### src/rtl/pcpu_pkg.sv
// ============================================================================
// Module      : pcpu_pkg
// Description : Shared PCPU decode constants and hazard sequencer state encoding.
// Revision    : 1.0 - initial release
// ============================================================================
`default_nettype none

package pcpu_pkg;

  localparam logic [5:0] OP_RTYPE = 6'h00;
  localparam logic [5:0] FN_JR    = 6'h08;
  localparam logic [5:0] FN_JALR  = 6'h09;
  localparam logic [5:0] FN_MFHI  = 6'h10;
  localparam logic [5:0] FN_MFLO  = 6'h12;

  typedef enum logic [1:0] {
    ST_RUN      = 2'd0,
    ST_STALL    = 2'd1,
    ST_MDU_WAIT = 2'd2
  } hz_state_e;

endpackage

`default_nettype wire

### src/rtl/hazard_ctrl_haz_detect.sv
// ============================================================================
// Module      : haz_detect
// Description : Combinational stall-demand encoder (stall length n, MDU request).
//               Optional MDU interlock enabled by macro HAZ_MDU_INTERLOCK_EN.
// Revision    : 1.0 - initial release
// ============================================================================
`default_nettype none

module haz_detect
  import pcpu_pkg::*;
#(
  parameter int unsigned MAX_STALL = 2,
  parameter int unsigned CW        = 2
) (
  input  logic [4:0]    Rs_id,
  input  logic [4:0]    Rt_id,
  input  logic [5:0]    op_id,
  input  logic [5:0]    funct_id,
  input  logic          UseRt_id,
  input  logic          Jump_id,
  input  logic          Branch_id,
  input  logic [4:0]    Rd_ex,
  input  logic          RegWrite_ex,
  input  logic          MemRead_ex,
  input  logic [4:0]    Rd_mem,
  input  logic          MemRead_mem,
  input  logic          MDU_busy,
  output logic [CW-1:0] n_o,
  output logic          mdu_req_o
);

  logic        rs_ex, rt_ex, rs_mem, rt_mem;
  logic        ctrl_id, ctrl_ex, ctrl_mem, load_use;
  int unsigned n_raw;

  // Register 0 is hard-wired, so a match on it is never a hazard.
  assign rs_ex  = (Rs_id != 5'd0) && (Rs_id == Rd_ex);
  assign rt_ex  = (Rt_id != 5'd0) && (Rt_id == Rd_ex);
  assign rs_mem = (Rs_id != 5'd0) && (Rs_id == Rd_mem);
  assign rt_mem = (Rt_id != 5'd0) && (Rt_id == Rd_mem);

  // Branches compare rs and rt in ID; jr/jalr only read rs.
  assign ctrl_id  = Branch_id || (Jump_id && (op_id == OP_RTYPE));
  assign ctrl_ex  = ctrl_id && (rs_ex  || (Branch_id && rt_ex));
  assign ctrl_mem = ctrl_id && (rs_mem || (Branch_id && rt_mem));
  assign load_use = MemRead_ex && (rs_ex || (rt_ex && UseRt_id));

  always_comb begin
    n_raw = 0;
    if (load_use)                  n_raw = 1;
    if (ctrl_mem && MemRead_mem)   n_raw = 1;
    if (ctrl_ex && RegWrite_ex)    n_raw = 1;
    if (ctrl_ex && MemRead_ex)     n_raw = 2;
  end

  assign n_o = CW'((n_raw > MAX_STALL) ? MAX_STALL : n_raw);

`ifdef HAZ_MDU_INTERLOCK_EN
  assign mdu_req_o = (op_id == OP_RTYPE) && MDU_busy &&
                     ((funct_id == FN_MFHI) || (funct_id == FN_MFLO));
`else
  logic unused_mdu;
  assign unused_mdu = ^{funct_id, MDU_busy};
  assign mdu_req_o  = 1'b0;
`endif

endmodule

`default_nettype wire

### src/rtl/hazard_ctrl.sv
// ============================================================================
// Module      : hazard_ctrl
// Description : PCPU stall/flush sequencer (RUN/STALL/MDU_WAIT FSM and counters).
//               Optional MDU interlock enabled by macro HAZ_MDU_INTERLOCK_EN.
// Revision    : 1.0 - initial release
// ============================================================================
`default_nettype none

module hazard_ctrl
  import pcpu_pkg::*;
#(
  parameter int unsigned MAX_STALL   = 2,
  parameter int unsigned MDU_TIMEOUT = 64
) (
  input  logic       clk,
  input  logic       rst,
  input  logic [4:0] Rs_id,
  input  logic [4:0] Rt_id,
  input  logic [5:0] op_id,
  input  logic [5:0] funct_id,
  input  logic       UseRt_id,
  input  logic       Jump_id,
  input  logic       Branch_id,
  input  logic       Taken_id,
  input  logic [4:0] Rd_ex,
  input  logic       RegWrite_ex,
  input  logic       MemRead_ex,
  input  logic [4:0] Rd_mem,
  input  logic       MemRead_mem,
  input  logic       MDU_busy,
  output logic       PCWrite_o,
  output logic       IFIDWrite_o,
  output logic       IDEX_bubble_o,
  output logic       IFID_flush_o,
  output logic       hz_err_o
);

  localparam int unsigned CW = $clog2(MAX_STALL + 1);
  localparam int unsigned WW = $clog2(MDU_TIMEOUT + 1);

  hz_state_e     state_q, state_d;
  logic [CW-1:0] cnt_q, cnt_d;
  logic [CW-1:0] n;
  logic          mdu_req;
  logic          stall, flush;

  haz_detect #(.MAX_STALL(MAX_STALL), .CW(CW)) u_detect (
    .Rs_id      (Rs_id),
    .Rt_id      (Rt_id),
    .op_id      (op_id),
    .funct_id   (funct_id),
    .UseRt_id   (UseRt_id),
    .Jump_id    (Jump_id),
    .Branch_id  (Branch_id),
    .Rd_ex      (Rd_ex),
    .RegWrite_ex(RegWrite_ex),
    .MemRead_ex (MemRead_ex),
    .Rd_mem     (Rd_mem),
    .MemRead_mem(MemRead_mem),
    .MDU_busy   (MDU_busy),
    .n_o        (n),
    .mdu_req_o  (mdu_req)
  );

`ifdef HAZ_MDU_INTERLOCK_EN
  logic [WW-1:0] wait_q, wait_d;
  logic          err_q, err_d;
  assign hz_err_o = err_q;
`else
  logic unused_mdu;
  assign unused_mdu = mdu_req;
  assign hz_err_o   = 1'b0;
`endif

  // The RUN cycle that detects demand is the first stall cycle, so STALL
  // only covers the remaining n-1 cycles and cnt holds that remainder.
  always_comb begin
    state_d = state_q;
    cnt_d   = cnt_q;
    stall   = 1'b0;
    flush   = 1'b0;
`ifdef HAZ_MDU_INTERLOCK_EN
    wait_d  = wait_q;
    err_d   = err_q;
`endif
    unique case (state_q)
      ST_RUN: begin
        if (n != '0) begin
          stall = 1'b1;
          cnt_d = n - CW'(1);
          if (n > CW'(1)) state_d = ST_STALL;
        end
`ifdef HAZ_MDU_INTERLOCK_EN
        else if (mdu_req) begin
          stall   = 1'b1;
          wait_d  = '0;
          state_d = ST_MDU_WAIT;
        end
`endif
        else if (Taken_id) begin
          flush = 1'b1;
        end
      end
      ST_STALL: begin
        stall = 1'b1;
        cnt_d = cnt_q - CW'(1);
        if (cnt_q <= CW'(1)) state_d = ST_RUN;
      end
`ifdef HAZ_MDU_INTERLOCK_EN
      ST_MDU_WAIT: begin
        stall = 1'b1;
        if (!MDU_busy) begin
          state_d = ST_RUN;
        end else begin
          wait_d = wait_q + WW'(1);
          if (wait_q == WW'(MDU_TIMEOUT - 1)) begin
            err_d   = 1'b1;
            state_d = ST_RUN;
          end
        end
      end
`endif
      default: state_d = ST_RUN;
    endcase
  end

  always_ff @(posedge clk) begin
    if (rst) begin
      state_q <= ST_RUN;
      cnt_q   <= '0;
`ifdef HAZ_MDU_INTERLOCK_EN
      wait_q  <= '0;
      err_q   <= 1'b0;
`endif
    end else begin
      state_q <= state_d;
      cnt_q   <= cnt_d;
`ifdef HAZ_MDU_INTERLOCK_EN
      wait_q  <= wait_d;
      err_q   <= err_d;
`endif
    end
  end

  assign PCWrite_o     = rst | ~stall;
  assign IFIDWrite_o   = rst | ~stall;
  assign IDEX_bubble_o = ~rst & stall;
  assign IFID_flush_o  = ~rst & flush;

endmodule

`default_nettype wire
### config.mk
export PLATFORM = sky130hd
export DESIGN_NAME = hazard_ctrl
export DESIGN_NICKNAME = d
export VERILOG_FILES = /design/src/rtl/pcpu_pkg.sv /design/src/rtl/hazard_ctrl_haz_detect.sv /design/src/rtl/hazard_ctrl.sv
export SDC_FILE = /design/constraint.sdc
export NUM_CORES = 1
export LEC_CHECK = 0
export CELL_PAD_IN_SITES_DETAIL_PLACEMENT = 0
export CELL_PAD_IN_SITES_GLOBAL_PLACEMENT = 1
export CORE_ASPECT_RATIO = 0.8
export CORE_MARGIN = 2
export CORE_UTILIZATION = 20
export CTS_BUF_LIST = sky130_fd_sc_hd__clkbuf_4
export DETAILED_ROUTE_END_ITERATION = 6
export PLACE_DENSITY = 0.89
export SKIP_LAST_GASP = 1
export SLEW_MARGIN = 30
export SYNTH_ARGS = -nofsm -noshare
export SYNTH_HDL_FRONTEND = slang
export SYNTH_HIERARCHICAL = 1
export SYNTH_SLANG_ARGS = --single-unit
### constraint.sdc
create_clock -name clk -period 3 [get_ports clk]
set_clock_uncertainty 0.15 [all_clocks]
set_input_delay 0.45 -clock clk [delete_from_list [all_inputs] [get_ports clk]]
set_output_delay 0.45 -clock clk [all_outputs]
set_load 0.03 [all_outputs]
## Yosys cells after proc, flatten, opt, wreduce, memory -nomap -nowiden

Index checks and enable logic that the tools add are counted.

- Div/mod/pow operators: 0
- Equal/unequal tests: 8
- Shift-type cells: 0
- Add/sub/neg operators: 2
- Bitwise gates (word level): 5
- Multipliers: 0
- Mux-type cells: 16
- Order comparisons: 3
- Reductions and logical operators: 26

Operators by type and width:

| kind | count |
|---|---|
| 5-bit equality test | 4 |
| 1-bit logical AND | 14 |
| 2-bit 2-to-1 mux | 6 |
| 5-bit nonzero test | 2 |
| 2-bit one-hot mux with 2 select lines | 2 |
| 1-bit 2-to-1 mux | 7 |
| 6-bit zero test | 1 |
| 2-bit inequality test (second input constant) | 3 |
| 1-bit logical OR | 4 |
| 2-bit nonzero test | 2 |
| 2-bit by 1-bit subtractor with 2-bit output (second input constant) | 2 |
| 3-bit AND reduction | 1 |
| 1-bit bitwise AND | 2 |
| 2-bit by 1-bit equality test with 1-bit output (second input constant) | 1 |
| 2-bit by 1-bit > comparator with 1-bit output (second input constant) | 1 |
| 2-bit > comparator (second input constant) | 1 |
| 2-bit by 1-bit less-or-equal comparator with 1-bit output (second input constant) | 1 |
| 2-bit zero test | 1 |
| 1-bit inverter | 2 |
| 1-bit one-hot mux with 2 select lines | 1 |
| 2-bit AND reduction | 1 |
| 1-bit OR | 1 |

- Memories kept: 0
- Bits in writable memories: 0
- Bits in registers: 4
- Bits of input ports: 42
- Bits in latches: 0
- Logic and storage cells: 62
- Memory bits (read-only): 0

## Depth between registers and ports, before layout

- Depth in word-level cells: 16
- Mapped depth: 10

## By module

Netlist, hierarchy kept.

By module, submodules not included:

| module | area each (um2) | times used | cells each |
|---|---|---|---|
| haz_detect | 365.4 | 1 | 49 |
| hazard_ctrl | 242.7 | 1 | 27 |

## Worst setup path before layout

Ideal clock, no wire load.

- Path kind: input-to-output
- From: input Rt_id[0]
- To: output PCWrite_o
- Path buffers: 1
- Arrival: 2.659 ns
- Path slack: -0.259 ns
- Cell stages on the path: 10
- Cell sequence: or4_4 > nor2_4 > nor2_1 > a32o_1 > a32oi_1 > inv_1 > ha_1 > and2b_2 > or2_2 > buf_4

- Longest elaborated chain between the ends: 16

RTL lines:

| element | line | source |
|---|---|---|
| start: declaration | hazard_ctrl.sv:18 | `input logic [4:0] Rt_id,` |
| 5-bit equality test (tied with other cells) | hazard_ctrl_haz_detect.sv:38 | `assign rt_ex = (Rt_id != 5'd0) && (Rt_id == Rd_ex);` |
| 1-bit logical AND (on tied branches) | hazard_ctrl_haz_detect.sv:38, hazard_ctrl_haz_detect.sv:40 |  |
| 1-bit logical AND (on tied branches) | hazard_ctrl_haz_detect.sv:46, hazard_ctrl_haz_detect.sv:45 |  |
| 1-bit logical OR (on tied branches) | hazard_ctrl_haz_detect.sv:46, hazard_ctrl_haz_detect.sv:45 |  |
| 1-bit logical AND (on tied branches) | hazard_ctrl_haz_detect.sv:46, hazard_ctrl_haz_detect.sv:45 |  |
| 1-bit 2-to-1 mux / 1-bit logical AND (equally long branches) | hazard_ctrl_haz_detect.sv:50, hazard_ctrl_haz_detect.sv:51 |  |
| 1-bit 2-to-1 mux | hazard_ctrl_haz_detect.sv:51 | `if (ctrl_mem && MemRead_mem) n_raw = 1;` |
| 1-bit 2-to-1 mux | hazard_ctrl_haz_detect.sv:52 | `if (ctrl_ex && RegWrite_ex) n_raw = 1;` |
| 2-bit 2-to-1 mux * | hazard_ctrl_haz_detect.sv:53 | `if (ctrl_ex && MemRead_ex) n_raw = 2;` |
| 2-bit > comparator | hazard_ctrl_haz_detect.sv:56 | `assign n_o = CW'((n_raw > MAX_STALL) ? MAX_STALL : n_raw);` |
| 2-bit 2-to-1 mux * | hazard_ctrl_haz_detect.sv:56 |  |
| net n[0] | hazard_ctrl.sv:43 | `logic [CW-1:0] n;` |
| 2-bit nonzero test * | hazard_ctrl.sv:88 | `if (n != '0) begin` |
| 1-bit 2-to-1 mux * | hazard_ctrl.sv:88 |  |
| 1-bit one-hot mux with 2 select lines * | hazard_ctrl.sv:86 | `unique case (state_q)` |
| 1-bit inverter * | n/a |  |
| 1-bit OR * | n/a |  |
| end: declaration | hazard_ctrl.sv:31 | `output logic PCWrite_o,` |

Mark *: on every way through the listed nets, which the timed path passes. The rest lies on a longest branch.

## Final worst setup path

- From: input Rs_id[1]
- To: output IFID_flush_o

- Longest elaborated chain between the ends: 14

RTL lines:

| element | line | source |
|---|---|---|
| start: declaration | hazard_ctrl.sv:17 | `input logic [4:0] Rs_id,` |
| 5-bit equality test (tied with other cells) | hazard_ctrl_haz_detect.sv:37 | `assign rs_ex = (Rs_id != 5'd0) && (Rs_id == Rd_ex);` |
| 1-bit logical AND (on tied branches) | hazard_ctrl_haz_detect.sv:37, hazard_ctrl_haz_detect.sv:39 |  |
| 1-bit logical OR (on tied branches) | hazard_ctrl_haz_detect.sv:46, hazard_ctrl_haz_detect.sv:45 |  |
| 1-bit logical AND (on tied branches) | hazard_ctrl_haz_detect.sv:46, hazard_ctrl_haz_detect.sv:45 |  |
| 1-bit 2-to-1 mux / 1-bit logical AND (equally long branches) | hazard_ctrl_haz_detect.sv:50, hazard_ctrl_haz_detect.sv:51 |  |
| 1-bit 2-to-1 mux | hazard_ctrl_haz_detect.sv:51 |  |
| 1-bit 2-to-1 mux | hazard_ctrl_haz_detect.sv:52 |  |
| 2-bit 2-to-1 mux * | hazard_ctrl_haz_detect.sv:53 |  |
| 2-bit > comparator | hazard_ctrl_haz_detect.sv:56 |  |
| 2-bit 2-to-1 mux * | hazard_ctrl_haz_detect.sv:56 |  |
| net n[0] | hazard_ctrl.sv:43 |  |
| 2-bit nonzero test * | hazard_ctrl.sv:88 |  |
| 1-bit 2-to-1 mux * | hazard_ctrl.sv:88 |  |
| 1-bit 2-to-1 mux * | hazard_ctrl.sv:86 |  |
| 1-bit bitwise AND * | hazard_ctrl.sv:148 | `assign IFID_flush_o = ~rst & flush;` |
| end: declaration | hazard_ctrl.sv:34 | `output logic IFID_flush_o,` |

Marks and branches as above.

==> flow_summary.yaml <==
outcome:
  status: "finished, violations left"
  violations: "negative setup slack"
timing:
  period_share: 1.053
  rsz0062_at_grt: "true"
  report.final.hold_viol_count: 0
  finalSetupTns_ps: -510.3
  final.setup.worst_slack_ps: -160.4
  period_minus_slack_ps: 3160
  max_freq_ghz: 0.3164
  setup_viol: 4
  slew_violations: 0
layout:
  antenna_cells: 0
  final_cell_mix: "25 x buf_4, 13 x clkdlybuf4s50_1, 12 x xnor2_1"
  layout-drive-gt1-share: 0.4429
  fillCellCount: 284
  fin_nets: 186
  final_cells: 178
  syn_to_final_growth_pct: 117.2
  final_common_cell: "buf_4"
floorplan:
  die_width_um: 65.08
  pin_count: 47
  core-area_um2: 2808
  rows: 17
  fp.dieArea_um2: 3440
  die_h_um: 52.86
  initial_core_util: 0.2126
grt:
  track_usage: 0.1320
  grt_remaining_overflow: 0
  grt_pass1_vias: 852
  grt_pass1_wl_um: 3505
  grt_max_degree: 9
  antenna_found_initial: 0
power:
  p_leak_nw: 0.5314
  ir_drop_mv: 0.1300
  finalPower_mw: 0.2831
  p_per_area_nw_per_um2: 218.4
clocking:
  clk_pin_slew_worst_paths_ps: 40
  htreeDepth: 1
  clk_path_buf_depth: 2
  cts_tree: "done"
  holdBufCountCts: 0
  cts-root-buf: "clkbuf_4"
  cts.sink_count: 3
  clk_latency_ps: 230
  cts_inserted_buffers: 3
place:
  place.gp.congestion: 0.7708
  place_inst: 167
  io_buffers: 38
  dp.final_hpwl_um: 1728
routing:
  route.final.wire_length_um: 2140
  route.detailed.drc: 0
  drt_iter0_drc: 23
  detail-route-antenna-nets: 0
  via_per_inst: 4.427
  num_vias: 788
  wl_per_cell_um: 12.02
  first_pass_iters: 4
setup_path:
  path_delay_family: "simple AND/OR/NAND/NOR gates"
  worstSetupStartpointType: "input pin"
  critPathKind: "in2out"
  crit_slowest_cell: "or4_4"
  crit_path_end_kind: "output pin"
  slowest_delay_ps: 540
  path_cells: "buf_6 > or4_4 > nor2_4 > nor4_4 > a32o_2 > a32oi_2 > inv_1 > ha_2 > and2b_2 > buf_6 > and3b_1 > buf_6"
  required_ps: 2400
  cp.buffers_inverters: 4
  worst_path_most_repeated_cell: "buf_6"
  critPathArrivalTime_ps: 2560
  crit_fanout: 3
synthesis:
  synth_nets: 119
  syn_inst: 74
  syn_area_um2: 596.8
  yosysWarnings: 6
  syn_avg_cell_area_um2: 8.065
min_path:
  hold_path_class: "reg2reg"
flow_run:
  drv_cap: 0
## layer usage
metal	wire, um	GRT usage	vias to the layer above
li1	-	-	399
met1	796	0.1325	349
met2	1107	0.2612	34
met3	178	0.03404	6
met4	57	0.05556	0
met5	0	0	-
## metrics by stage
stage,hold WS (ps),util,setup WS [ps],instance area [um^2]
global route,390.7,0.4617,-275.3,1296
CTS,365.5,0.4496,-142.5,1262
finish,359.6,0.4617,-160.4,1296
global placement,361.8,0.4131,-932.0,1160
floorplan,338.6,-,-83.50,613.1
detailed placement,361.1,0.4131,-964.9,1160
## worst paths after layout
path              start            to  slack, ps  cells past startpoint
max reg2reg  state_q[0]    state_q[0]       1730                      4
min            cnt_q[1]    state_q[0]        360                      2
max            Rs_id[1]  IFID_flush_o       -160                     12
min reg2reg    cnt_q[1]    state_q[0]        360                      2
## repair_timing
| item | CTS | global route |
|---|---|---|
| pin swaps | 20 | 10 |
| setup endpoints to repair | 5 | 4 |
| resized for setup | 80 | 7 |
| buffers inserted | 4 | 3 |
## state kept, by name, indices dropped and copies added (netlist names)
name     flops
cnt_q        2
state_q      1
## tightest hold or removal path, cell delays in order (launching register included)
cell and delay [ps]:
dfxtp_1 310, nand3b_1 90, a211oi_2 60
## area by class of cell
| class | count | area [um^2] | area share |
|---|---|---|---|
| tap | 38 | 47.55 | 0.03668 |
| inverter | 3 | 11.26 | 0.008687 |
| sequential | 3 | 60.06 | 0.04633 |
| clock buffer | 4 | 30.03 | 0.02317 |
| multi-input combinational | 66 | 590.6 | 0.4556 |
| timing repair buffer | 64 | 556.8 | 0.4295 |
## power breakdown
part | switching (mW) | internal (mW)
clock | 0.0222 | 0.0589
combinational | 0.0650 | 0.0929
sequential | 0.00163 | 0.0424
total | 0.0888 | 0.194
(Power assumes the default switching activity.)
